$ cat config.mk
export PLATFORM = sky130hd
export DESIGN_NAME = mc_controller_p_flat
export DESIGN_NICKNAME = d
export VERILOG_FILES = /design/src/rtl/mc_ctrl_pkg.sv /design/src/rtl/mc_controller_p_if.sv /design/src/rtl/mc_fetch_seq.sv /design/src/rtl/mc_controller_p.sv /design/src/flat_wrapper.sv
export SDC_FILE = /design/constraint.sdc
export NUM_CORES = 1
export LEC_CHECK = 0
export BUFFER_PORTS_ARGS = -buffer_cell sky130_fd_sc_hd__buf_2
export CAP_MARGIN = 20
export CORE_MARGIN = 5
export CORE_UTILIZATION = 47
export CTS_CLUSTER_SIZE = 20
export DETAILED_ROUTE_END_ITERATION = 10
export PLACE_DENSITY = 0.82
export SETUP_SLACK_MARGIN = 0.2
export SLEW_MARGIN = 20
export SYNTH_ARGS = -nofsm -noshare
export SYNTH_HDL_FRONTEND = slang
export SYNTH_SLANG_ARGS = --single-unit
$ cat constraint.sdc
create_clock -name clk -period 2.5 [get_ports clk]
set_input_delay 0.125 -clock clk [delete_from_list [all_inputs] [get_ports clk]]
set_output_delay 0.125 -clock clk [all_outputs]
set_load 0.01 [all_outputs]
$ cat src/rtl/mc_ctrl_pkg.sv
// Shared encodings for the TinyMIPS multicycle controller: FSM state codes,
// opcodes and the mux/ALU select encodings driven onto the datapath.
package mc_ctrl_pkg;

    // FSM state encodings (4 bits, also exported on state_o for debug)
    localparam logic [3:0] S_FETCH   = 4'd0;
    localparam logic [3:0] S_DECODE  = 4'd1;
    localparam logic [3:0] S_MEMADR  = 4'd2;
    localparam logic [3:0] S_LBRD    = 4'd3;
    localparam logic [3:0] S_LBWR    = 4'd4;
    localparam logic [3:0] S_SBWR    = 4'd5;
    localparam logic [3:0] S_RTYPEEX = 4'd6;
    localparam logic [3:0] S_RTYPEWR = 4'd7;
    localparam logic [3:0] S_BEQEX   = 4'd8;
    localparam logic [3:0] S_JEX     = 4'd9;
    localparam logic [3:0] S_ADDIWR  = 4'd10;
    localparam logic [3:0] S_BNEEX   = 4'd11;

    // Opcode field values
    localparam logic [5:0] OP_RTYPE = 6'b000000;
    localparam logic [5:0] OP_LB    = 6'b100000;
    localparam logic [5:0] OP_SB    = 6'b101000;
    localparam logic [5:0] OP_ADDI  = 6'b001000;
    localparam logic [5:0] OP_BEQ   = 6'b100100;
    localparam logic [5:0] OP_J     = 6'b100010;
    localparam logic [5:0] OP_BNE   = 6'b100101;

    // ALU B-operand select
    localparam logic [1:0] ALUSRCB_REGB  = 2'b00;
    localparam logic [1:0] ALUSRCB_ONE   = 2'b01;
    localparam logic [1:0] ALUSRCB_IMM   = 2'b10;
    localparam logic [1:0] ALUSRCB_BROFF = 2'b11;

    // ALU operation select
    localparam logic [1:0] ALUOP_ADD   = 2'b00;
    localparam logic [1:0] ALUOP_SUB   = 2'b01;
    localparam logic [1:0] ALUOP_FUNCT = 2'b10;

    // PC source select
    localparam logic [1:0] PCSRC_ALU    = 2'b00;
    localparam logic [1:0] PCSRC_ALUOUT = 2'b01;
    localparam logic [1:0] PCSRC_JUMP   = 2'b10;

    // Where MEMADR goes once the effective address is formed
    function automatic logic [3:0] memadr_next(input logic [5:0] op);
        case (op)
            OP_LB:   return S_LBRD;
            OP_SB:   return S_SBWR;
            OP_ADDI: return S_ADDIWR;
            default: return S_FETCH;
        endcase
    endfunction

endpackage

$ cat src/rtl/mc_controller_p_if.sv
// Controller <-> datapath/memory bundle. The controller is the master: it
// consumes the opcode, zero flag and memory ready, and drives every control line.
interface mc_controller_p_if #(
    parameter int FETCH_BEATS = 4
);
    logic [5:0]             op;
    logic                   zero;
    logic                   mem_ready;
    logic                   memread;
    logic                   memwrite;
    logic                   iord;
    logic                   alusrca;
    logic [1:0]             alusrcb;
    logic [1:0]             aluop;
    logic [1:0]             pcsource;
    logic                   pcen;
    logic                   regwrite;
    logic                   regdst;
    logic                   memtoreg;
    logic [FETCH_BEATS-1:0] irwrite;
    logic                   illegal_op;
    logic [3:0]             state_o;

    modport master (
        input  op, zero, mem_ready,
        output memread, memwrite, iord, alusrca, alusrcb, aluop, pcsource,
               pcen, regwrite, regdst, memtoreg, irwrite, illegal_op, state_o
    );

    modport slave (
        output op, zero, mem_ready,
        input  memread, memwrite, iord, alusrca, alusrcb, aluop, pcsource,
               pcen, regwrite, regdst, memtoreg, irwrite, illegal_op, state_o
    );
endinterface

$ cat src/rtl/mc_fetch_seq.sv
// Instruction fetch beat sequencer: counts memory beats while the controller
// sits in FETCH and strobes the matching IR byte lane when a beat completes.
module mc_fetch_seq #(
    parameter int FETCH_BEATS = 4,
    parameter int BEAT_W      = 2
) (
    input  logic                   clk,
    input  logic                   rst,
    input  logic                   active,
    input  logic                   mem_ready,
    output logic [BEAT_W-1:0]      beat,
    output logic                   last_beat,
    output logic [FETCH_BEATS-1:0] irwrite
);
    localparam logic [BEAT_W-1:0] LAST = BEAT_W'(FETCH_BEATS - 1);

    logic [BEAT_W-1:0] beat_q, beat_d;

    // Advance on each completed beat, wrap after the last one; outside FETCH the counter parks at 0
    always_comb begin
        beat_d = beat_q;
        if (!active) begin
            beat_d = '0;
        end else if (mem_ready) begin
            beat_d = last_beat ? '0 : beat_q + 1'b1;
        end
    end

    // Beat counter register
    always_ff @(posedge clk) begin
        if (rst) beat_q <= '0;
        else     beat_q <= beat_d;
    end

    // One-hot lane strobe, only on the cycle the memory completes the beat and never under reset
    always_comb begin
        irwrite = '0;
        if (active && mem_ready && !rst) begin
            irwrite = FETCH_BEATS'(1) << beat_q;
        end
    end

    assign beat      = beat_q;
    assign last_beat = (beat_q == LAST);
endmodule

$ cat src/rtl/mc_controller_p.sv
// Parametrised multicycle controller for the TinyMIPS datapath. Fetches an
// instruction over FETCH_BEATS memory beats, then sequences decode / execute /
// writeback per opcode, stretching memory states with mem_ready wait states.
// Optional feature macro: MC_CTRL_BNE_EN (adds BNE, otherwise BNE is illegal).
module mc_controller_p
    import mc_ctrl_pkg::*;
#(
    parameter int FETCH_BEATS = 4
) (
    input  logic              clk,
    input  logic              rst,
    mc_controller_p_if.master bus
);
    localparam int BEAT_W = (FETCH_BEATS == 1) ? 1 : $clog2(FETCH_BEATS);
`ifdef MC_CTRL_BNE_EN
    localparam logic BNE_EN = 1'b1;
`else
    localparam logic BNE_EN = 1'b0;
`endif

    logic [3:0]             state_q, state_d, dec_next;
    logic [BEAT_W-1:0]      fetch_beat_unused;  // beat index is consumed inside the sequencer only
    logic                   last_beat;
    logic [FETCH_BEATS-1:0] irwrite;

    mc_fetch_seq #(
        .FETCH_BEATS(FETCH_BEATS),
        .BEAT_W     (BEAT_W)
    ) u_fetch (
        .clk      (clk),
        .rst      (rst),
        .active   (state_q == S_FETCH),
        .mem_ready(bus.mem_ready),
        .beat     (fetch_beat_unused),
        .last_beat(last_beat),
        .irwrite  (irwrite)
    );

    // Opcode dispatch out of DECODE; S_FETCH here means the opcode is illegal
    always_comb begin
        dec_next = S_FETCH;
        case (bus.op)
            OP_LB, OP_SB, OP_ADDI: dec_next = S_MEMADR;
            OP_RTYPE:              dec_next = S_RTYPEEX;
            OP_BEQ:                dec_next = S_BEQEX;
            OP_J:                  dec_next = S_JEX;
            OP_BNE:                dec_next = BNE_EN ? S_BNEEX : S_FETCH;
            default:               dec_next = S_FETCH;
        endcase
    end

    // State register
    always_ff @(posedge clk) begin
        if (rst) state_q <= S_FETCH;
        else     state_q <= state_d;
    end

    // Next-state logic; unknown encodings recover to FETCH
    always_comb begin
        state_d = S_FETCH;
        case (state_q)
            S_FETCH:   state_d = (bus.mem_ready && last_beat) ? S_DECODE : S_FETCH;
            S_DECODE:  state_d = dec_next;
            S_MEMADR:  state_d = memadr_next(bus.op);
            S_LBRD:    state_d = bus.mem_ready ? S_LBWR : S_LBRD;
            S_SBWR:    state_d = bus.mem_ready ? S_FETCH : S_SBWR;
            S_RTYPEEX: state_d = S_RTYPEWR;
            default:   state_d = S_FETCH;
        endcase
    end

    // Moore output decode from state (plus mem_ready/zero where the state qualifies them)
    always_comb begin
        bus.memread    = 1'b0;
        bus.memwrite   = 1'b0;
        bus.iord       = 1'b0;
        bus.alusrca    = 1'b0;
        bus.alusrcb    = ALUSRCB_REGB;
        bus.aluop      = ALUOP_ADD;
        bus.pcsource   = PCSRC_ALU;
        bus.pcen       = 1'b0;
        bus.regwrite   = 1'b0;
        bus.regdst     = 1'b0;
        bus.memtoreg   = 1'b0;
        bus.illegal_op = 1'b0;
        case (state_q)
            S_FETCH: begin
                bus.memread  = 1'b1;
                bus.alusrcb  = ALUSRCB_ONE;
                bus.pcsource = PCSRC_ALU;
                bus.pcen     = bus.mem_ready && !rst;
            end
            S_DECODE: begin
                bus.alusrcb    = ALUSRCB_BROFF;
                bus.aluop      = ALUOP_ADD;
                bus.illegal_op = (dec_next == S_FETCH);
            end
            S_MEMADR: begin
                bus.alusrca = 1'b1;
                bus.alusrcb = ALUSRCB_IMM;
                bus.aluop   = ALUOP_ADD;
            end
            S_LBRD: begin
                bus.memread = 1'b1;
                bus.iord    = 1'b1;
            end
            S_LBWR: begin
                bus.regwrite = 1'b1;
                bus.memtoreg = 1'b1;
            end
            S_SBWR: begin
                bus.memwrite = 1'b1;
                bus.iord     = 1'b1;
            end
            S_RTYPEEX: begin
                bus.alusrca = 1'b1;
                bus.alusrcb = ALUSRCB_REGB;
                bus.aluop   = ALUOP_FUNCT;
            end
            S_RTYPEWR: begin
                bus.regwrite = 1'b1;
                bus.regdst   = 1'b1;
            end
            S_ADDIWR: begin
                bus.regwrite = 1'b1;
            end
            S_BEQEX, S_BNEEX: begin
                bus.alusrca  = 1'b1;
                bus.alusrcb  = ALUSRCB_REGB;
                bus.aluop    = ALUOP_SUB;
                bus.pcsource = PCSRC_ALUOUT;
                bus.pcen     = (state_q == S_BEQEX) ? bus.zero : !bus.zero;
            end
            S_JEX: begin
                bus.pcsource = PCSRC_JUMP;
                bus.pcen     = 1'b1;
            end
            default: ;
        endcase
    end

    assign bus.irwrite = irwrite;
    assign bus.state_o = state_q;
endmodule

$ cat src/flat_wrapper.sv
// flat-port wrapper written by rule: the top's interface ports become plain ports
module mc_controller_p_flat import mc_ctrl_pkg::*;
#(
    parameter int FETCH_BEATS = 4
)
  (clk, rst, bus_op, bus_zero, bus_mem_ready, bus_memread, bus_memwrite, bus_iord, bus_alusrca, bus_alusrcb, bus_aluop, bus_pcsource, bus_pcen, bus_regwrite, bus_regdst, bus_memtoreg, bus_irwrite, bus_illegal_op, bus_state_o);
  mc_controller_p_if #(.FETCH_BEATS(FETCH_BEATS)) bus_i ();
  input  logic clk;
  input  logic rst;
  input wire logic [$bits(bus_i.op)-1:0] bus_op;
  input wire logic [$bits(bus_i.zero)-1:0] bus_zero;
  input wire logic [$bits(bus_i.mem_ready)-1:0] bus_mem_ready;
  output wire logic [$bits(bus_i.memread)-1:0] bus_memread;
  output wire logic [$bits(bus_i.memwrite)-1:0] bus_memwrite;
  output wire logic [$bits(bus_i.iord)-1:0] bus_iord;
  output wire logic [$bits(bus_i.alusrca)-1:0] bus_alusrca;
  output wire logic [$bits(bus_i.alusrcb)-1:0] bus_alusrcb;
  output wire logic [$bits(bus_i.aluop)-1:0] bus_aluop;
  output wire logic [$bits(bus_i.pcsource)-1:0] bus_pcsource;
  output wire logic [$bits(bus_i.pcen)-1:0] bus_pcen;
  output wire logic [$bits(bus_i.regwrite)-1:0] bus_regwrite;
  output wire logic [$bits(bus_i.regdst)-1:0] bus_regdst;
  output wire logic [$bits(bus_i.memtoreg)-1:0] bus_memtoreg;
  output wire logic [$bits(bus_i.irwrite)-1:0] bus_irwrite;
  output wire logic [$bits(bus_i.illegal_op)-1:0] bus_illegal_op;
  output wire logic [$bits(bus_i.state_o)-1:0] bus_state_o;
  assign bus_i.op = bus_op;
  assign bus_i.zero = bus_zero;
  assign bus_i.mem_ready = bus_mem_ready;
  assign bus_memread = bus_i.memread;
  assign bus_memwrite = bus_i.memwrite;
  assign bus_iord = bus_i.iord;
  assign bus_alusrca = bus_i.alusrca;
  assign bus_alusrcb = bus_i.alusrcb;
  assign bus_aluop = bus_i.aluop;
  assign bus_pcsource = bus_i.pcsource;
  assign bus_pcen = bus_i.pcen;
  assign bus_regwrite = bus_i.regwrite;
  assign bus_regdst = bus_i.regdst;
  assign bus_memtoreg = bus_i.memtoreg;
  assign bus_irwrite = bus_i.irwrite;
  assign bus_illegal_op = bus_i.illegal_op;
  assign bus_state_o = bus_i.state_o;
  mc_controller_p #(.FETCH_BEATS(FETCH_BEATS)) u_core (.clk(clk), .rst(rst), .bus(bus_i));
endmodule
**Word-level counts from Yosys, hierarchy flattened**

Index checks and enable logic that the tools add are counted.

- Add/sub/neg operators: 1
- Equal/unequal tests: 17
- Shift operators: 1
- Mux-type cells: 21
- Bitwise gates (word level): 1
- Reduce and logical (&&, ||, !) cells: 16

Operator list:

| operator | count |
|---|---|
| $eq 6x6->1 const B | 4 |
| $pmux 4 s6 | 1 |
| $eq 4x3->1 const B | 4 |
| $eq 4x4->1 const B | 4 |
| $pmux 4 s4 | 1 |
| $pmux 4 s3 | 1 |
| $mux 1 | 10 |
| $eq 4x2->1 const B | 2 |
| $logic_not 4->1 | 2 |
| $pmux 2 s2 | 2 |
| $reduce_or 2->1 | 4 |
| $eq 6x4->1 const B | 1 |
| $logic_not 6->1 | 1 |
| $mux 3 | 2 |
| $pmux 2 s3 | 1 |
| $reduce_or 3->1 | 2 |
| $eq 4x1->1 const B | 1 |
| $logic_and 1x1->1 | 4 |
| $mux 4 | 1 |
| $reduce_or 4->1 | 1 |
| $shl 1x2->4 const A | 1 |
| $pmux 1 s3 | 1 |
| $add 2x1->2 const B | 1 |
| $eq 2x2->1 const B | 1 |
| other kinds (3) | 4 |

- Register bits: 6
- Bits of input ports: 10
- Output and inout port bits: 23

**Depth between registers and ports, before layout**

Gate-level depths: netlist of the first run.

- Depth in word-level cells: 5
- Gate-level depth with buffers: 5
- Mapped depth without buffers: 4

**By module**

From an unflattened synthesis of the first run, not the netlist that was laid out.

- Cell total of the unflattened synthesis: 95
- Area, all modules: 715.7 um2

By module, submodules not included:

| module | times used | cells an instance | area each (um2) |
|---|---|---|---|
| mc_controller_p | 1 | 77 | 538.0 |
| mc_fetch_seq | 1 | 18 | 177.7 |

**Least setup slack after synthesis of the first run**

No wires, ideal clock.

- Kind: register to output
- Start point: register u_core.state_q[0], in the netlist u_core.bus.state_o[0]
- End point: output port bus_irwrite[0]
- Arrival: 1.308 ns
- Required time: 2.375 ns
- Slack: 1.067 ns
- Stages on the path, launching flop included: 5
- Buffers on the path: 1
- Cells stage by stage: dfxtp_1 > buf_4 > or4_4 > nor2_4 > and2_1

- Cells in the longest elaborated chain, start to end: 4

Ends and longest elaborated chain:

| item | line | RTL |
|---|---|---|
| start, declared | mc_controller_p.sv:21 | `logic [3:0] state_q, state_d, dec_next;` |
| start signal, assigned | mc_controller_p.sv:55 | `else state_q <= state_d;` |
| $logic_not 4->1 | mc_controller_p.sv:32 | `.active (state_q == S_FETCH),` |
| $logic_and 1x1->1 (2 in series) | mc_fetch_seq.sv:38 | `if (active && mem_ready && !rst) begin` |
| $mux 4 | mc_fetch_seq.sv:38 |  |
| end, declared | flat_wrapper.sv:24 | `output wire logic [$bits(bus_i.irwrite)-1:0] bus_irwrite;` |

Every way passes these cells.

**Worst setup path after layout of the first run**

- Start point: register u_core.state_q[3], in the netlist u_core.bus.state_o[3]
- End point: output port bus_irwrite[2]

Same word-level chain as after synthesis.

==> results of run 1 <==
==> worst min-delay path, delay by kind of cell <==
family,cells,cell delay [ns]
mux,1,0.08
buf+inv,1,0.14
simple gates,1,0.07
==> where the power goes <==
group          total, mW  leakage, nW  switching (mW)  internal [mW]
Sequential         0.102       0.0487         0.00313         0.0985
Clock             0.0925       0.0138          0.0380         0.0545
Combinational     0.0445        0.318          0.0243         0.0202
==> worst paths after layout <==
kind / start / endpoint / slack (ns) / cells past startpoint
setup reg to reg: u_core.bus.state_o[0] / u_core.bus.state_o[2] / 0.94 / 4
setup / recovery: u_core.bus.state_o[3] / bus_irwrite[2] / 0.54 / 5
hold / removal: bus_mem_ready / u_core.u_fetch.beat[1] / 0.21 / 3
hold reg to reg: u_core.u_fetch.beat[1] / u_core.u_fetch.beat[1] / 0.56 / 2
==> sequential cells by signal, indices dropped and copies added, names as in the netlist <==
signal and count:
u_core.bus.state_o 4, u_core.u_fetch.beat 2
==> cell families (layout without fill, tap and decap cells) <==
logic type               Yosys count  count (layout)  share of synthesized area
AO/OA/AOI/OAI                     17              17                     0.1753
XOR/XNOR                           2               2                    0.02667
adder cells (fa/ha/maj)            4               4                    0.07619
buffers and inverters              8              39                    0.06475
flip-flops                         6               6                     0.1829
multiplexers                       1               1                    0.01524
AND/OR/NAND/NOR                   49              49                     0.4590
==> layer usage <==
layer	routed length, um	share of wire	vias to the layer above	track usage
met5	0	0	-	0
met4	12	0.0068	0	0.08287
met3	145	0.082	2	0.03448
met2	923	0.53	36	0.3075
met1	675	0.38	337	0.1906
li1	-	-	381	-
==> area by class of cell <==
type,instances,area (um^2)
Sequential cell,6,120.1
Tap cell,15,18.77
Clock buffer,3,22.52
Fill cell,125,486.7
Timing Repair Buffer,32,160.2
Multi-Input combinational cell,73,494.2
Inverter,4,15.01
==> cells in the mapped netlist (2+ instances only) <==
| master | count | area share |
|---|---|---|
| sky130_fd_sc_hd__xnor2_1 | 2 | 0.027 |
| sky130_fd_sc_hd__ha_1 | 4 | 0.076 |
| sky130_fd_sc_hd__a31oi_1 | 2 | 0.019 |
| sky130_fd_sc_hd__buf_4 | 3 | 0.034 |
| sky130_fd_sc_hd__and2_1 | 5 | 0.048 |
| sky130_fd_sc_hd__dfxtp_1 | 6 | 0.18 |
| sky130_fd_sc_hd__a21oi_1 | 4 | 0.030 |
| sky130_fd_sc_hd__nor3_1 | 9 | 0.069 |
| sky130_fd_sc_hd__inv_1 | 4 | 0.023 |
| sky130_fd_sc_hd__o31a_1 | 2 | 0.027 |
| sky130_fd_sc_hd__o22ai_1 | 3 | 0.029 |
| sky130_fd_sc_hd__nand2b_1 | 5 | 0.048 |
| sky130_fd_sc_hd__nand2_1 | 5 | 0.029 |
| sky130_fd_sc_hd__nand4_1 | 2 | 0.019 |
| sky130_fd_sc_hd__or3_1 | 2 | 0.019 |
| sky130_fd_sc_hd__nor2_1 | 9 | 0.051 |
==> results, run 1 <==
- The signal on the critical path passes through or2_1, or4_4, nor2_4, and2_1, buf_2.
- In this run the worst path has a maximum fanout of 13.
- The horizontal die dimension is 47.39 um.
- In the final layout, the share of cells above drive strength 1 is 0.3559.
- With fillers left out, the area of the finished cells amounts to between 800 and 900 um^2.
- The share of the cycle needed by the critical path after routing is 0.7834.
- The worst setup path is launched from a register.
- Entering global routing, the biggest net connects 17 pins.
- In this run, synthesis inferred 0 flip-flops with an integrated enable.
- The critical-path cell with the highest stage delay is sky130_fd_sc_hd__or4_4.
- Between clock sinks in the finished design, the worst skew comes to approximately 0.0043 ns.
- The sequential-to-total area share from yosys stat is 0.1829.
- The total congestion overflow is 0.
- The clock passes through at most 2 buffers.
- The via count of the first global-routing pass is 668.
- For the worst-skew pair, the clock arrives at the later sink with an insertion delay of 0.25 ns.
- Clock tree synthesis selected as its root buffer the cell sky130_fd_sc_hd__clkbuf_4.
- The TritonCTS clock tree is yes.
- Data arrives at the worst endpoint at 1.83 ns.
- The clock-pin slew on the worst setup and hold paths is approximately 0.05 ns.
- The endpoint required time on the critical path is 2.38 ns.
- After synthesis the netlist holds a flip-flop and latch count of 6.
- TritonCTS created 3 clock buffers.
- Pin placement for this block handled 33 I/O pins.
- For the pin with the worst max-slew slack, the measured transition is 0.5506 ns.
- The total power divided by cell area is 287.3 mW/mm^2.
- The routed design could run at a clock period as short as between 1.5 and 2 ns.
- The average wire per cell in the routed design is about 13 um.
- At the placement stage, the worst setup path has a slack of 0.7940 ns.
- The min-delay analysis places its worst path in the category in2reg.
- The tightest hold path in the finished design has a slack of 0.2135 ns.
- In the layout the commonest cells are 32 x sky130_fd_sc_hd__buf_2, 9 x sky130_fd_sc_hd__nor2_1, 9 x sky130_fd_sc_hd__nor3_1.
- The floorplan die area is 0.002245 mm^2.
- The largest stage delay on the critical path is 0.47 ns.
- The die is ~47 um tall.
- Post-CTS timing repair inserted 0 buffers for setup.
- The highest attainable clock frequency is 0.5106 GHz.
- The normalized max-slew margin is 0.6324.
- The core box area is 0.001318 mm^2.
- The cell area reported after detailed placement is 808.3 um^2.
- The count of routing violations after the opening detailed-route iteration is 25.
- The run finished with clean final reports.
- The most common library cell in the layout ignoring fill and taps is sky130_fd_sc_hd__buf_2.
- The initial utilization of the core area, before any placement, comes to 0.4986.
- Together, buffers and inverters on the worst path number 1.
- The cell row count is 13.
- The net count after synthesis is between 100 and 150.
- The worst setup path is captured at an output port.
- The initial antenna violation count is 0.
- Counting flops with an async set or reset pin after synthesis yields a share of 0.
- The netlist area before placement is 656.9 um^2.
- Setup repair after global routing left no endpoint under its margin.
- In this run, placement finished with an instance count of 130.
- Setup violations remaining at the end of the flow were counted as 0.
- The worst setup path is of the reg2out kind.
- The count of buffers from port buffering is 32.
- The worst ir drop on vdd is 256.2 uV.
- The first-pass iteration count of the detailed router is 4.
- The number of pins exceeding their max-slew limit in the final report came to 0.
- The number of distinct library cells after synthesis is 36.
- For this block, the routed nets add up to about 1800 um of wire.
- The final hold violation count was 0.
- Averaged over all synthesized cells, the footprint is 7.550 um^2.
- At the end of the flow the core is filled with cells to 0.6306.
- The completed layout was analyzed and its total power is 238.7 uW.
- The global-route usage over all layers is 0.1720.
- Once detail routing completed, the nets flagged for antenna violations numbered 0.
- From synthesis to final layout, the design area changed by 26.48%.
- The first-pass GRT wire length is 2732 um.
- The kind of cell adding the most delay to the critical path is simple AND/OR/NAND/NOR gates.
- The dominant synthesized flop cell is sky130_fd_sc_hd__dfxtp_1.
- The Yosys step of the flow raised 0 warnings.
- In the routed design, unresolved DRC markers number 0.
- After clock tree synthesis, the flow added hold-fix buffers numbering 0.
- The total half-perimeter wirelength after legalization and detailed placement is approximately 1400 um.
- The number of gates given a new drive strength after cts is 0.
- The tree built by TritonCTS fans out to 6 sinks.
- For this run, the number of standard cells in the final layout without fillers is about 130.
- The leakage power figure is roughly 0.38 nW.
- The via count is 756.
- The final net count is approximately 130.
- In this run the number of H-tree levels came out at 1.
- The synthesized netlist cell count is 87.
- Adding up every negative setup slack in the final design gives 0 ns.
- At the end of routability-driven placement, the weighted congestion stood at 0.9073.
- Max-cap violations in this run came to 0.
- The post-layout worst setup margin is 0.5414 ns.
- The final antenna diode count is 0.
- The number of vias per cell is 5.684.
Note: power is estimated with default switching activity, not from simulation.
==> run 2: changes to the inputs <==
--- a/config.mk
+++ b/config.mk
@@ -8,10 +8,10 @@
 export BUFFER_PORTS_ARGS = -buffer_cell sky130_fd_sc_hd__buf_2
 export CAP_MARGIN = 20
 export CORE_MARGIN = 5
-export CORE_UTILIZATION = 47
+export CORE_UTILIZATION = 44
 export CTS_CLUSTER_SIZE = 20
 export DETAILED_ROUTE_END_ITERATION = 10
-export PLACE_DENSITY = 0.82
+export PLACE_DENSITY = 0.78
 export SETUP_SLACK_MARGIN = 0.2
 export SLEW_MARGIN = 20
 export SYNTH_ARGS = -nofsm -noshare
==> constraint.sdc (replaced) <==
create_clock -name clk -period 1.9 [get_ports clk]
set_input_delay 0.095 -clock clk [delete_from_list [all_inputs] [get_ports clk]]
set_output_delay 0.095 -clock clk [all_outputs]
set_load 0.01 [all_outputs]
==> run 2 against run 1 <==
Effect of this change: die area grew 5.4%; largest cell class unchanged; sequential power grew 31%; sequential share of layout area shrank 0.15 points; largest power group unchanged; sequential cell count is the same; via count grew 1.3%; setup slack lost 0.31 ns; count of clock-buffer cells in the layout is the same; global-route usage shrank 1.2 points; register-to-register slack lost 0.46 ns; critical path depth is the same; combinational power grew 35%; cell count grew 3.0%.
==> results, run 2 (synthesis gave the netlist of run 1 again) <==
- The run finished with clean final reports.
- The floorplan die area is 0.002366 mm^2 (+5.4%).
- The via count of the first global-routing pass is 728 (+9.0%).
- The start-to-end type of the worst setup path is reg2out.
- The worst path needs 1.667 ns of the cycle, external delays included.
- The end of the worst register-to-register path is u_core.bus.state_o[0].
- The count of final setup violators came to 0 (unchanged).
- The number of buffers between clock root and the deepest sink came to 2 (unchanged).
- The count of routing violations after the opening detailed-route iteration came to 16 (-36%).
- The initial core utilization came to 0.4518 (-0.04677).
- TritonCTS built the clock tree.
- The final total power is 309.7 uW (+30%).
- The area taken by flip-flops and latches came to 123.9 um^2 (+3.1%).
- The depth of the worst register-to-register path came to 5 (+1).
- The final-layout setup total negative slack is 0 ns (unchanged).
- The global-route usage over all layers is 0.1595 (-0.01250).
- The worst clock skew is 0.001157 ns (-0.003154 ns).
- The final antenna diode count is 0 (unchanged).
- The cell row count came to 14 (+1).
- The final net count is 137 (+2.2%).
- Leaving out fill and tap cells, the most frequent cell in the layout is sky130_fd_sc_hd__buf_2.
- For hold timing, the worst endpoint is u_core.u_fetch.beat[1].
- The count of buffers from port buffering is 32 (unchanged).
- The number of hold-repair buffers added at the cts stage came to 0 (unchanged).
- The number of violations of the max-capacitance limit is 0 (unchanged).
- The placer's final routability congestion estimate came to 0.8642 (-4.8%).
- For this run, the top clock speed supported by timing is 0.6000 GHz.
- The final standard cell utilization of the core was 0.5955 (-0.03505).
- The first-pass GRT wire length is 3091 um (+13%).
- The final hold violation count is 0 (unchanged).
- The maximum fanout along the worst path came to 4 (-9).
- The combinational share of power is 0.194 (+0.008).
- The register-to-register setup slack is 0.48 ns (-0.46 ns).
- The number of stages on the worst hold path is 3 (unchanged).
- The number of top-level pins was 33 (unchanged).
- The worst ir drop on vdd came to 287.9 uV (+12%).
- The top cell types in the final layout, fill and taps aside, are 32 x sky130_fd_sc_hd__buf_2, 9 x sky130_fd_sc_hd__nor2_1, 9 x sky130_fd_sc_hd__nor3_1.
- The average wire per cell in the routed design is 12.86 um (-2.7%).
- The part of the power in the clock network was 0.373 (-0.015).
- The initial antenna violation count was 0 (unchanged).
- Setup repair after global routing could not meet its margin everywhere.
- The post-detailed-route DRC marker count came to 0 (unchanged).
- The endpoint required time on the critical path is 1.80 ns (-0.58 ns).
- The worst path arrival time was 1.57 ns (-0.26 ns).
- The clock latency reported for the late side of the worst-skew pair is 0.24 ns (about the same).
- The total congestion overflow came to 0 (unchanged).
- The fraction of final layout cells with drive strength greater than 1 came to 0.4050 (+0.04903).
- The worst setup path is launched from a register.
- The share of the cycle needed by the critical path after routing is 0.8772.
- The sequential group share of total power came to 0.433 (+0.007).
- The number of flip-flops under the largest register name is 4 (unchanged).
- The internal power contribution is 229.2 uW (+32%).
- STA classifies the critical path endpoint as an output port.
- The cell area reported after detailed placement was 824.5 um^2 (+2.0%).
- The area of all placed cells without fillers is 865.8 um^2 (+4.2%).
- The total power divided by cell area came to 357.7 mW/mm^2 (+24%).
- The pin count of the biggest net entering global routing is 13 (-4).
- The setup slack at placement is 0.3559 ns (-0.4381 ns).
- The startpoint of the tightest hold check path is bus_mem_ready.
- The horizontal die dimension was 48.64 um (+2.6%).
- The core box area is 0.001454 mm^2 (+10%).
- The area of the multi-input gates is 501.7 um^2 (+1.5%).
- The normalized max-slew margin is 0.6934 (+0.06104).
- The clock-pin slew on the worst setup and hold paths is 0.04 ns (about the same).
- The switching part of the total power is 0.2599 (-0.01436).
- The number of sinks driven by the clock tree came to 6 (unchanged).
- The maximum level of the CTS H-tree is 1 (unchanged).
- The die extent in y is 48.64 um (+2.6%).
- The total wire length is 1762 um (+0.23%).
- The startpoint of the worst-slack reg-to-reg timing path is u_core.bus.state_o[2].
- The switching power summed over all nets is 80.49 uW (+23%).
- The total half-perimeter wirelength after legalization and detailed placement is 1390 um (+1.0%).
- The via count is 766 (+1.3%).
- The growth of design area from synthesis to finish is 31.81%.
- The path type of the worst min-delay path is in2reg.
- The first-pass iteration count of the detailed router is 4 (unchanged).
- The number of CTS-inserted buffers is 3 (unchanged).
- The number of nets still failing antenna checks after routing came to 0 (unchanged).
- The number of vias per cell is 5.591 (-1.6%).
- The post-layout worst setup margin is 0.2334 ns (-0.3081 ns).
- The transition time at the pin with the least slew margin came to 0.4560 ns (-0.09460 ns).
- The fill cell instance count of the final layout is 137 (+9.6%).
- The number of pins exceeding their max-slew limit in the final report is 0 (unchanged).
- The tree is rooted in a sky130_fd_sc_hd__clkbuf_4.
- The leakage power figure came to 0.3993 nW (+4.8%).
run 2: changes by cell type in the layout (fill, tap and decap cells not counted):
cell	change
sky130_fd_sc_hd__dfxtp_1	-3
sky130_fd_sc_hd__dfxtp_2	+3
sky130_fd_sc_hd__nand2b_1	-1
sky130_fd_sc_hd__buf_4	+3
sky130_fd_sc_hd__nand2b_4	+1
run 2: timing repair:
item | in CTS | in global routing
gates resized for setup | 3 | 2
gates cloned | 0 | 0
endpoints found under the setup margin | 5 | 6
hold endpoints to repair | 0 | 0
pin swaps | 0 | 1
setup buffers | 1 | 0
run 2: stage by stage:
step,std cells,hold slack [ns]
after floorplan,87,0.2465
after global placement,133,0.4191
after detailed placement,133,0.4353
after CTS,137,0.1808
after global routing,137,0.1895
final,137,0.1859
run 2: worst max path at each step:
stage / end / start / slack [ns] / cells after the start
4_1_cts: bus_irwrite[0] / u_core.bus.state_o[2] / 0.21 / 4
6_report: bus_irwrite[0] / u_core.bus.state_o[3] / 0.23 / 5
2_1_floorplan: bus_irwrite[0] / u_core.bus.state_o[0] / 0.50 / 4
5_1_grt: bus_irwrite[0] / u_core.bus.state_o[3] / 0.16 / 5
3_5_place_dp: u_core.bus.state_o[2] / u_core.bus.state_o[0] / 0.36 / 4
3_3_place_gp: bus_illegal_op / u_core.bus.state_o[0] / 0.44 / 4
run 2: power groups by stage:
stage,registers [mW],clock network (mW),logic (mW)
after floorplan,0.135,0,0.0337
after global placement,0.136,0,0.0571
after detailed placement,0.136,0,0.0588
after CTS,0.134,0.119,0.0608
after global routing,0.135,0.131,0.0681
final,0.134,0.115,0.0601
run 2: final cells by class:
class,count,area share
Inverter,4,0.01734
Clock buffer,3,0.02601
Timing Repair Buffer,35,0.2110
Multi-Input combinational cell,73,0.5795
Sequential cell,6,0.1431
Tap cell,16,0.02312
run 2: worst max-delay path, cell delays in order, from the launching register on:
cell	delay, ns
sky130_fd_sc_hd__dfxtp_1	0.30
sky130_fd_sc_hd__or2_1	0.21
sky130_fd_sc_hd__or4_4	0.46
sky130_fd_sc_hd__nor2_4	0.11
sky130_fd_sc_hd__and2_1	0.12
sky130_fd_sc_hd__buf_2	0.12
run 2: metal layers:
metal,global-route usage,share of wire,vias to the layer above
met4,0.04036,0.0068,0
met2,0.3109,0.56,17
met5,0,0,-
li1,-,-,385
met1,0.1590,0.39,362
met3,0.04908,0.040,2
==> run 3: changes to the inputs <==
--- a/config.mk
+++ b/config.mk
@@ -8,12 +8,13 @@
 export BUFFER_PORTS_ARGS = -buffer_cell sky130_fd_sc_hd__buf_2
 export CAP_MARGIN = 20
 export CORE_MARGIN = 5
-export CORE_UTILIZATION = 44
+export CORE_UTILIZATION = 41
 export CTS_CLUSTER_SIZE = 20
 export DETAILED_ROUTE_END_ITERATION = 10
-export PLACE_DENSITY = 0.78
+export PLACE_DENSITY = 0.74
 export SETUP_SLACK_MARGIN = 0.2
 export SLEW_MARGIN = 20
 export SYNTH_ARGS = -nofsm -noshare
 export SYNTH_HDL_FRONTEND = slang
+export SYNTH_HIERARCHICAL = 1
 export SYNTH_SLANG_ARGS = --single-unit
==> constraint.sdc (replaced) <==
create_clock -name clk -period 1.44 [get_ports clk]
set_input_delay 0.072 -clock clk [delete_from_list [all_inputs] [get_ports clk]]
set_output_delay 0.072 -clock clk [all_outputs]
set_load 0.01 [all_outputs]
==> run 3 against run 2 <==
Effect of this change: the run now ends with negative setup slack left; via count increased by 14%; design area increased by 47%; utilization increased by 16 points; non-clock buffer count increased by 14; clock power increased by 32%; total power increased by 41%; cell count increased by 15%; critical path type unchanged; critical endpoint is now bus_irwrite[2]; largest cell class unchanged.
==> results, run 3 <==
- The first-pass GRT wire length is 3677 um (+19%).
- The pin count of the biggest net entering global routing came to 15 (+2).
- The startpoint of the tightest hold check path is bus_op[3].
- The number of sinks driven by the clock tree was 6 (unchanged).
- The netlist area before placement came to 715.7 um^2 (+9.0%).
- The final-layout setup total negative slack was -0.7077 ns (-0.7077 ns).
- Of the available clock period, the critical path in the final layout requires 1.098.
- The sequential-to-total area share from yosys stat is 0.1678 (-0.01502).
- Walking the worst path, the cells encountered are or2_4, nor3_2, and2b_2, and3_4, buf_6.
- The normalized max-slew margin is 0.5729 (-0.1206).
- The via count is 871 (+14%).
- The number of top-level pins is 33 (unchanged).
- The most common cell in the netlist is sky130_fd_sc_hd__nor2_1.
- The number of flip-flops and latches in the synthesized netlist came to 6 (unchanged).
- The count of routing violations after the opening detailed-route iteration is 13 (-3).
- The global-route usage over all layers is 0.1817 (+0.02211).
- The worst setup path is of the reg2out kind.
- The proportion of register bits with asynchronous set or reset after synthesis came to 0 (unchanged).
- The most common library cell in the layout ignoring fill and taps is sky130_fd_sc_hd__buf_2.
- The switching power summed over all nets was 117.9 uW (+46%).
- The worst clock skew is 0.001062 ns (-0.00009478 ns).
- The first-pass iteration count of the detailed router was 4 (unchanged).
- The number of buffers between clock root and the deepest sink is 2 (unchanged).
- The number of warning messages in the yosys log is 6 (+6).
- The worst setup path is captured at an output port.
- The cell row count is 15 (+1).
- The path type of the worst min-delay path is in2reg.
- The number of enable flip-flop cells after synthesis is 0 (unchanged).
- The clock latency reported for the late side of the worst-skew pair is 0.24 ns (about the same).
- The flow ran to the end, but the final reports show violations.
- The count of final setup violators was 7 (+7).
- In the synthesized netlist the dominant register cell turns out to be sky130_fd_sc_hd__dfxtp_1.
- In this run the critical register-to-register path is captured at u_core/bus.state_o[1].
- The core box area is 0.001689 mm^2 (+16%).
- In this run the clock root is driven by a sky130_fd_sc_hd__clkbuf_4.
- The post-detailed-route DRC marker count is 0 (unchanged).
- The proportion of netlist area held by the largest area contributor is 0.1678 (-0.01502).
- The number of nets still failing antenna checks after routing is 0 (unchanged).
- The worst path arrival time is 1.51 ns (-0.06 ns).
- The net count after synthesis is 109 (+7.9%).
- The total congestion overflow came to 0 (unchanged).
- The sequential group share of total power is 0.397 (-0.036).
- The combinational share of power was 0.255 (+0.061).
- The mean instance size in the synthesized netlist was 7.534 um^2 (-0.22%).
- The floorplan die area was 0.002681 mm^2 (+13%).
- STA classifies the critical path startpoint as a register.
- The total wire length came to 2407 um (+37%).
- The number of distinct library cells after synthesis is 39 (+8.3%).
- The switching part of the total power came to 0.2702 (+0.01027).
- The initial core utilization came to 0.4237 (-0.02810).
- The maximum level of the CTS H-tree came to 1 (unchanged).
- The transition time at the pin with the least slew margin is 0.6348 ns (+0.1788 ns).
- The post-layout worst setup margin was -0.1406 ns (-0.3740 ns).
- The non-filler instance count after layout is 157 (+15%).
- The number of stages on the worst hold path is 3 (unchanged).
- The number of flip-flops under the largest register name is 4 (unchanged).
- The via count of the first global-routing pass was 849 (+17%).
- The initial antenna violation count is 0 (unchanged).
- The fraction of final layout cells with drive strength greater than 1 is 0.6429 (+0.2379).
- The final net count is 156 (+14%).
- The depth of the worst register-to-register path came to 6 (+1).
- The horizontal die dimension is 51.78 um (+6.5%).
- The synthesized netlist cell count is 95 (+9.2%).
- In the synthesized netlist, the cells that appear most often are 12 x sky130_fd_sc_hd__nor2_1, 8 x sky130_fd_sc_hd__nand2_1, 6 x sky130_fd_sc_hd__dfxtp_1, 5 x sky130_fd_sc_hd__nor2b_1.
- The checks that failed: negative setup slack.
- The endpoint required time on the critical path was 1.37 ns (-0.43 ns).
- The final hold violation count is 0 (unchanged).
- The number of violations of the max-capacitance limit is 0 (unchanged).
- The part of the power in the clock network was 0.348 (-0.025).
- Ranked by total cell area, the synthesized netlist is headed by sky130_fd_sc_hd__dfxtp_1 17%, sky130_fd_sc_hd__ha_1 7.0%, sky130_fd_sc_hd__nor2_1 6.3%.
- The placer's final routability congestion estimate came to 0.7007 (-19%).
- The largest stage delay on the critical path is 0.32 ns (-0.14 ns).
- The number of vias per cell is 5.548 (-0.78%).
- The average wire per cell in the routed design came to 15.33 um (+19%).
- Setup repair after global routing could not meet its margin everywhere.
- The total half-perimeter wirelength after legalization and detailed placement is 1454 um (+4.6%).
- The clock-pin slew on the worst setup and hold paths was 0.04 ns (about the same).
- The register-to-register setup slack came to 0.05 ns (-0.43 ns).
- In the layout the commonest cells are 22 x sky130_fd_sc_hd__buf_2, 17 x sky130_fd_sc_hd__buf_6, 10 x sky130_fd_sc_hd__buf_4.
- The number of pins exceeding their max-slew limit in the final report came to 0 (unchanged).
- The highest attainable clock frequency is 0.6327 GHz.
- The leakage power figure came to 0.5581 nW (+40%).
- TritonCTS built the clock tree.
- The count of buffers from port buffering is 32 (unchanged).
- In this run the critical register-to-register path is launched from u_core/bus.state_o[3].
- The number of placed instances, taps included was 143 (+7.5%).
- The post-layout minimum cycle time is roughly 1.6 ns.
- The internal power contribution is 318.4 uW (+39%).
- The cell accounting for the most synthesized area is sky130_fd_sc_hd__dfxtp_1.
- The worst ir drop on vdd is 655.4 uV (+130%).
- The die extent in y came to 51.78 um (+6.5%).
- The final antenna diode count is 0 (unchanged).
- The maximum fanout along the worst path was 6 (+2).
- Relative to the synthesized area, the layout overhead comes to 77.97%.
- The number of CTS-inserted buffers is 3 (unchanged).
- The total power divided by cell area was 342.5 mW/mm^2 (-4.2%).
- The endpoint of the worst hold-timing path is u_core/bus.state_o[3].
- The critical-path cell with the highest stage delay is sky130_fd_sc_hd__dfxtp_2.
-- run 3: cell count changes after synthesis, moves of 3 or more --
cell / delta
sky130_fd_sc_hd__and2_1: -4
sky130_fd_sc_hd__and3_2: +4
sky130_fd_sc_hd__nand2_1: +3
sky130_fd_sc_hd__nor2_1: +3
sky130_fd_sc_hd__nor2b_1: +5
sky130_fd_sc_hd__nor3_1: -6
sky130_fd_sc_hd__nor4_1: +3
sky130_fd_sc_hd__o22ai_1: -3
-- run 3: layer usage --
metal / vias to the layer above / wire, um / track usage
met5: - / 0 / 0
met4: 0 / 43 / 0.08297
met3: 4 / 164 / 0.06017
met2: 35 / 1297 / 0.3178
met1: 402 / 902 / 0.1962
li1: 430 / - / -
-- run 3: repair_timing --
| action | CTS | global route |
|---|---|---|
| resized for setup | 33 | 20 |
| endpoints found under the setup margin | 22 | 24 |
| buffers inserted | 10 | 1 |
| pin swaps | 10 | 8 |
| hold buffers | 0 | 0 |
-- run 3: final cells by class --
type                    count  area [um^2]
flip-flops and latches      6        130.1
fillers                   111        415.4
inverters                   2        7.507
clock buffers               3        22.52
repair buffers             49        376.6
well taps                  17        21.27
multi-input cells          80        715.7
-- run 3: power groups by stage --
stage,Clock (mW),Sequential [mW],Combinational (mW)
after floorplan,0,0.179,0.0516
after global placement,0,0.180,0.0842
after detailed placement,0,0.181,0.0884
after CTS,0.158,0.173,0.103
after global routing,0.176,0.173,0.123
final,0.152,0.173,0.111
-- run 3: cells by family after synthesis --
logic type,synth area share
AND/OR/NAND/NOR,0.4546
AO/OA/AOI/OAI,0.1871
buffers and inverters,0.06819
flip-flops,0.1678
adder cells (fa/ha/maj),0.06993
XOR/XNOR,0.02448
multiplexers,0.02797
-- run 3: worst max-delay path by stage --
stage / start / endpoint / slack, ns / cells past startpoint
detailed placement: u_core/bus.state_o[3] / bus_pcen / 0.10 / 6
global placement: u_core/bus.state_o[3] / bus_pcen / 0.19 / 6
CTS: u_core/bus.state_o[3] / bus_pcen / -0.11 / 6
global route: u_core/bus.state_o[3] / bus_irwrite[2] / -0.20 / 5
finish: u_core/bus.state_o[3] / bus_irwrite[2] / -0.14 / 5
floorplan: u_core/bus.state_o[2] / bus_irwrite[0] / 0.10 / 6
-- run 3: metrics by stage --
stage	setup WS, ns	utilization	hold WS (ns)	power [mW]	area, um^2
floorplan	0.1048	-	0.2448	0.2303	749.5
global placement	0.1914	0.5481	0.4069	0.2644	925.9
detailed placement	0.1041	0.5481	0.4146	0.2689	925.9
CTS	-0.1069	0.6948	0.1559	0.4345	1174
global route	-0.1983	0.7541	0.1936	0.4718	1274
finish	-0.1406	0.7541	0.1734	0.4363	1274
-- run 3: worst max-delay path: cells and delay by family, from the launching register on --
kind | cells | cell delay (ns)
buffers and inverters | 1 | 0.09
DFF | 1 | 0.32
and+or+nand+nor | 4 | 0.85
